`config.mk`:
```
export PLATFORM = sky130hd
export DESIGN_NAME = mult_arbiter
export DESIGN_NICKNAME = d
export VERILOG_FILES = /design/src/rtl/mult_arb_pkg.sv /design/src/rtl/mult_arbiter_rr_arbiter.sv /design/src/rtl/mult_arbiter.sv
export SDC_FILE = /design/constraint.sdc
export NUM_CORES = 1
export LEC_CHECK = 0
export CAP_MARGIN = 10
export CELL_PAD_IN_SITES_DETAIL_PLACEMENT = 1
export CELL_PAD_IN_SITES_GLOBAL_PLACEMENT = 2
export CORE_UTILIZATION = 13
export CTS_CLUSTER_SIZE = 16
export DETAILED_ROUTE_END_ITERATION = 16
export GPL_TIMING_DRIVEN = 0
export PLACE_DENSITY = 0.83
export SLEW_MARGIN = 0
export SYNTH_ARGS = -nofsm -noshare
export SYNTH_HDL_FRONTEND = slang
export SYNTH_SLANG_ARGS = --single-unit
```
`constraint.sdc`:
```
create_clock -name clk -period 4.1 [get_ports clk]
set_clock_uncertainty 0.05 [all_clocks]
set_input_delay 0.82 -clock clk [delete_from_list [all_inputs] [get_ports clk]]
set_output_delay 0.82 -clock clk [all_outputs]
set_load 0.005 [all_outputs]
```
`src/rtl/mult_arb_pkg.sv`:
```
// -----------------------------------------------------------------------------
// mult_arb_pkg
//   Shared types and default parameters for the multiplier arbiter slice.
//   Contents:
//     NUM_REQ_DEF / DATA_W_DEF / LATENCY_DEF : default top-level parameters
//     NUM_REQ_MAX                            : largest supported requester count
//     req_id_t                               : requester index
//     tag_t                                  : {vld, id} entry of the tag pipe
// -----------------------------------------------------------------------------
package mult_arb_pkg;

  localparam int NUM_REQ_DEF = 4;
  localparam int DATA_W_DEF  = 27;
  localparam int LATENCY_DEF = 5;

  // The id type is sized for the largest supported NUM_REQ so that one package
  // serves every legal parameterisation of the top (2..8 requesters).
  localparam int NUM_REQ_MAX = 8;
  localparam int ID_W        = $clog2(NUM_REQ_MAX);

  typedef logic [ID_W-1:0] req_id_t;

  typedef struct packed {
    logic    vld;
    req_id_t id;
  } tag_t;

endpackage

```
`src/rtl/mult_arbiter_rr_arbiter.sv`:
```
// -----------------------------------------------------------------------------
// rr_arbiter
//   Combinational round-robin search. Picks the first requesting index at or
//   after ptr_i, wrapping modulo NUM_REQ.
//   Ports:
//     req_i    : per-requester request (already qualified by the caller)
//     ptr_i    : highest-priority index this cycle (0..NUM_REQ-1)
//     gnt_o    : one-hot grant, zero when req_i is zero
//     gnt_id_o : index of the granted requester (0 when no grant)
// -----------------------------------------------------------------------------
module rr_arbiter
  import mult_arb_pkg::*;
#(
  parameter int NUM_REQ = NUM_REQ_DEF
) (
  input  logic [NUM_REQ-1:0] req_i,
  input  req_id_t            ptr_i,
  output logic [NUM_REQ-1:0] gnt_o,
  output req_id_t            gnt_id_o
);

  logic [NUM_REQ-1:0] rot;
  logic               found;
  logic [ID_W:0]      pos;

  // Doubling the request vector lets a plain right shift act as a rotate, so
  // bit 0 of rot is the requester at ptr_i and the search is a fixed priority.
  // NOTE: always_comb uses blocking assignments and gives every output a
  // default first, so no path leaves a signal unassigned (no latch).
  always_comb begin
    rot      = NUM_REQ'({req_i, req_i} >> ptr_i);
    found    = 1'b0;
    pos      = '0;
    gnt_id_o = '0;
    for (int i = 0; i < NUM_REQ; i++) begin
      if (!found && rot[i]) begin
        found = 1'b1;
        pos   = {1'b0, ptr_i} + (ID_W+1)'(i);
      end
    end
    // Undo the rotation: ptr + offset, wrapped back into 0..NUM_REQ-1.
    if (pos >= (ID_W+1)'(NUM_REQ)) begin
      pos = pos - (ID_W+1)'(NUM_REQ);
    end
    gnt_id_o = pos[ID_W-1:0];
    gnt_o    = found ? ({{(NUM_REQ-1){1'b0}}, 1'b1} << gnt_id_o) : '0;
  end

endmodule

```
`src/rtl/mult_arbiter.sv`:
```
// -----------------------------------------------------------------------------
// mult_arbiter
//   Shares one pipelined multiplier among NUM_REQ requesters. Round-robin issue
//   of at most one operand pair per enabled cycle; a tag pipe follows each issue
//   through the multiplier and returns the result to its owner LATENCY enabled
//   cycles later.
//   Ports:
//     clk, rst_n              : clock, asynchronous active-low reset
//     en                      : global enable, shared with the multiplier
//     req                     : per-requester request, held until granted
//     req_dataa / req_datab   : packed operands, DATA_W bits per requester
//     gnt                     : one-hot combinational grant
//     mult_dataa / mult_datab : operands to the multiplier (0 when idle)
//     mult_result             : product from the multiplier
//     rsp_valid               : one-hot pulse to the owner of mult_result
//     rsp_data                : mult_result, broadcast
//   Optional (macro MULT_ARB_STATS_EN):
//     stat_gnt_cnt            : per-requester saturating grant count, 16b each
//     stat_wait_cnt           : saturating count of enabled cycles with a waiter
// -----------------------------------------------------------------------------
module mult_arbiter
  import mult_arb_pkg::*;
#(
  parameter int NUM_REQ = NUM_REQ_DEF,
  parameter int DATA_W  = DATA_W_DEF,
  parameter int LATENCY = LATENCY_DEF
) (
  input  logic                        clk,
  input  logic                        rst_n,
  input  logic                        en,
  input  logic [NUM_REQ-1:0]          req,
  input  logic [NUM_REQ*DATA_W-1:0]   req_dataa,
  input  logic [NUM_REQ*DATA_W-1:0]   req_datab,
  output logic [NUM_REQ-1:0]          gnt,
  output logic [DATA_W-1:0]           mult_dataa,
  output logic [DATA_W-1:0]           mult_datab,
  input  logic [2*DATA_W-1:0]         mult_result,
  output logic [NUM_REQ-1:0]          rsp_valid,
  output logic [2*DATA_W-1:0]         rsp_data
`ifdef MULT_ARB_STATS_EN
  ,
  output logic [NUM_REQ*16-1:0]       stat_gnt_cnt,
  output logic [15:0]                 stat_wait_cnt
`endif
);

  logic [NUM_REQ-1:0] req_arb;
  req_id_t            gnt_id;
  logic               issue;
  req_id_t            ptr_q, ptr_d;
  tag_t               tag_q [LATENCY];

  // Reset is folded in so the grant is silent while rst_n is held low.
  assign req_arb = (en && rst_n) ? req : '0;

  rr_arbiter #(
    .NUM_REQ (NUM_REQ)
  ) u_rr_arbiter (
    .req_i    (req_arb),
    .ptr_i    (ptr_q),
    .gnt_o    (gnt),
    .gnt_id_o (gnt_id)
  );

  assign issue = |gnt;

  // Operand mux: one-hot select, all zero when nothing is granted.
  always_comb begin
    mult_dataa = '0;
    mult_datab = '0;
    for (int i = 0; i < NUM_REQ; i++) begin
      if (gnt[i]) begin
        mult_dataa = req_dataa[i*DATA_W +: DATA_W];
        mult_datab = req_datab[i*DATA_W +: DATA_W];
      end
    end
  end

  always_comb begin
    ptr_d = ptr_q;
    if (issue) begin
      ptr_d = (gnt_id == req_id_t'(NUM_REQ-1)) ? '0 : gnt_id + 1'b1;
    end
  end

  // NOTE: sequential state uses non-blocking assignments so every register
  // samples the pre-edge values regardless of statement order.
  always_ff @(posedge clk or negedge rst_n) begin
    if (!rst_n) begin
      ptr_q <= '0;
    end else begin
      ptr_q <= ptr_d;
    end
  end

  // Tag pipe advances in lockstep with the multiplier pipeline (same en).
  // NOTE: unlike a data-only pipe, every stage is reset here because a stale
  // vld bit would produce a response for an operation discarded by reset.
  always_ff @(posedge clk or negedge rst_n) begin
    if (!rst_n) begin
      for (int k = 0; k < LATENCY; k++) begin
        tag_q[k] <= '0;
      end
    end else if (en) begin
      tag_q[0] <= '{vld: issue, id: gnt_id};
      for (int k = 1; k < LATENCY; k++) begin
        tag_q[k] <= tag_q[k-1];
      end
    end
  end

  // The last stage is held while en is low, so the response simply
  // re-presents once en returns.
  always_comb begin
    rsp_valid = '0;
    if (tag_q[LATENCY-1].vld && en) begin
      rsp_valid = {{(NUM_REQ-1){1'b0}}, 1'b1} << tag_q[LATENCY-1].id;
    end
  end

  assign rsp_data = mult_result;

`ifdef MULT_ARB_STATS_EN
  logic [15:0] gnt_cnt_q [NUM_REQ];
  logic [15:0] wait_cnt_q;
  logic        any_wait;

  assign any_wait = en && |(req & ~gnt);

  always_ff @(posedge clk or negedge rst_n) begin
    if (!rst_n) begin
      for (int i = 0; i < NUM_REQ; i++) begin
        gnt_cnt_q[i] <= '0;
      end
      wait_cnt_q <= '0;
    end else begin
      for (int i = 0; i < NUM_REQ; i++) begin
        if (req[i] && gnt[i] && (gnt_cnt_q[i] != 16'hFFFF)) begin
          gnt_cnt_q[i] <= gnt_cnt_q[i] + 16'd1;
        end
      end
      if (any_wait && (wait_cnt_q != 16'hFFFF)) begin
        wait_cnt_q <= wait_cnt_q + 16'd1;
      end
    end
  end

  always_comb begin
    stat_gnt_cnt = '0;
    for (int i = 0; i < NUM_REQ; i++) begin
      stat_gnt_cnt[i*16 +: 16] = gnt_cnt_q[i];
    end
  end

  assign stat_wait_cnt = wait_cnt_q;
`endif

endmodule

```
==> metrics.txt <==
minimum clock period=4500 ps; #FFs+latches synth=23; pwr dens=483 nW/um2; Crit path required time=3230 ps; final setup margin=-399 ps; routed vias=5,615; Final Hold Violating Endpoints=0; number of global-route vias before repair=5,929; diode count=0; Setup TNS=-16,980 ps; clock sink count=23; worst hold margin=324 ps; post-DR vias/cell=4.34; asr flop ratio synth=100%; Setup crit end kind=output port; Crit Path Max Fanout=5; worst vdd ir=236 uV; max_cap viols=0; placed insts=1,253; Min-Delay Path Class=primary input to async pin; flop2flop setup slack=430 ps; Routability Congestion=0.818; RSZ-0062 raised after global routing=true; initial antenna violation count=0; Synth Instances=520; largest net degree at the start of global routing=28; first-pass GRT wire length=36,500 um; Filler cells=3,510; final setup fails=56; worst reg2reg path endpoint=tag_q[19]; Mean Syn Cell Area=7.75 um2; failing checks=setup timing; CTS Root Buffer Type=clkbuf_16; Synth Area in Simple Gates=35.3%; H-tree levels=1; Non-Filler Instances=1,295; clock transition at the registers of the reported paths=60 ps; DRC=0; CP arrival=3630 ps; core area=30,500 um2; Util after Layout=30.8%; Ports=393; Yosys warning count=0; site row count=64; TritonRoute pass-1 iters=4; EDFF count, synth=0; PortBufs=337; grt ovf=0; post-synthesis xor/xnor area fraction=0%; Die Span Y=178 um; Wirelength per Cell=20.3 um; Total Routing Usage GR=15.3%; area growth from synthesis to layout=133%; library cells used by synthesis=49; Synth Area in Compound Gates=25.2%; Die Area=31,700 um2; DRT iter0 DRCs=133; CTS Buf Count=3; register area share after synthesis=14.3%; Post-DP HPWL=19,300 um; worst r2r src=ptr_q[0]; Rel. slew slack=47.5%; Register Area=576 um2; Final Max Tran Viols=0; worst skew pair latency=260 ps; Final #Nets=1,185; layout cells sized above 1=39.7%; mux share of post-synthesis cell area=5.50%; largest family of logic cells by synthesized area=simple AND/OR/NAND/NOR gates; Pwr Total=0.00454 W; CTS Buffer Depth=2; FF-to-FF path depth=13; initial core utilization=13.2%; multi-input logic area=3600 um2; worst-margin pin slew=777 ps; Final ANT Viol Nets=0; f_max=222 MHz; WS Path Type=primary input to output port; Synth Area in Adders=2.49%; startpoint types=primary input; Most used DFF post-synth=dfrtp_1; commonest non-fill, non-tap cell in the layout=clkdlybuf4s50_1; Synth Cell Area=4030 um2; Leak=3.72 nW; clock tree from TritonCTS=built; Detailed Route WL=26,200 um; most frequent cells in the layout=clkdlybuf4s50_1, buf_4, nor2b_1; Synth Net Count=805; die width=178 um; outcome=finished, violations left; period utilization=110%
critical path: stages:
cell	delay, ps
buf_8	100
mux4_2	510
nor4_4	280
or3_4	210
o21a_4	180
inv_4	50
ha_4	170
nor2b_4	170
clkbuf_16	200
buf_12	120
clkbuf_16	140
a221oi_2	50
nor3_1	200
a21oi_1	70
nor3b_1	190
buf_2	150
flip-flops by register name, indices dropped and copies added (netlist names):
register  flops
tag_q        20
ptr_q         3
repair_timing:
| item | CTS | global route |
|---|---|---|
| pin swaps | 64 | 71 |
| hold buffers | 0 | 0 |
| endpoints found under the setup margin | 62 | 58 |
| resized for setup | 372 | 129 |
| setup buffers | 15 | 16 |
| gates cloned | 7 | 1 |
how the worst max path moves through the flow:
stage | to | slack [ps] | startpoint | depth (start not counted)
after floorplan | mult_datab[13] | 20 | en | 14
after global placement | mult_datab[2] | -3490 | rst_n | 12
after detailed placement | mult_dataa[22] | -3520 | rst_n | 13
after CTS | mult_datab[26] | -440 | req[3] | 16
final | mult_datab[17] | -400 | req[3] | 16
after global routing | mult_datab[17] | -600 | req[3] | 16
layer usage:
layer | track usage [%] | share of wire [%]
met5 | 0 | 0
met3 | 2.34 | 5.2
met4 | 2.96 | 1.4
met1 | 18.7 | 41
met2 | 27.9 | 53
synthesized netlist by cell type (8+ instances only):
library cell,n,area [um2]
mux2_2,15,169
nor3_1,59,295
a21oi_1,58,290
nor3b_2,29,363
nor3b_1,26,195
nor2b_1,59,369
inv_1,9,33.8
ha_1,8,100
buf_4,54,405
a221oi_1,54,473
dfrtp_1,23,576
clkbuf_1,43,161
o21ai_0,11,55.1
layout make-up:
cell class,count,share of cell area (%)
buffer,108,10.9
timing repair buffer,376,38.1
inverter,9,0.386
tap,396,5.27
sequential,23,6.12
clock buffer,3,0.799
multi-input combinational,379,38.3
clock inverter,1,0.0799
logic make-up (layout without fill, tap and decap cells):
logic type,after synthesis,count (layout)
AO/OA/AOI/OAI,146,146
adder cells (fa/ha/maj),8,8
buffers and inverters,118,497
flip-flops,23,23
multiplexers,19,19
AND/OR/NAND/NOR,206,206
through the flow:
stage               instance area (um2)  setup slack (ps)
floorplan                          4050              15.1
global route                       9400              -596
CTS                                8870              -443
detailed placement                 7920             -3520
global placement                   7920             -3490
finish                             9400              -399
report_power, final:
| part | internal [W] | switching [W] |
|---|---|---|
| clock | 0.000132 | 0.0000862 |
| combinational | 0.00214 | 0.00183 |
| sequential | 0.000302 | 0.0000506 |
No activity file was read; power rests on OpenSTA's default activity.
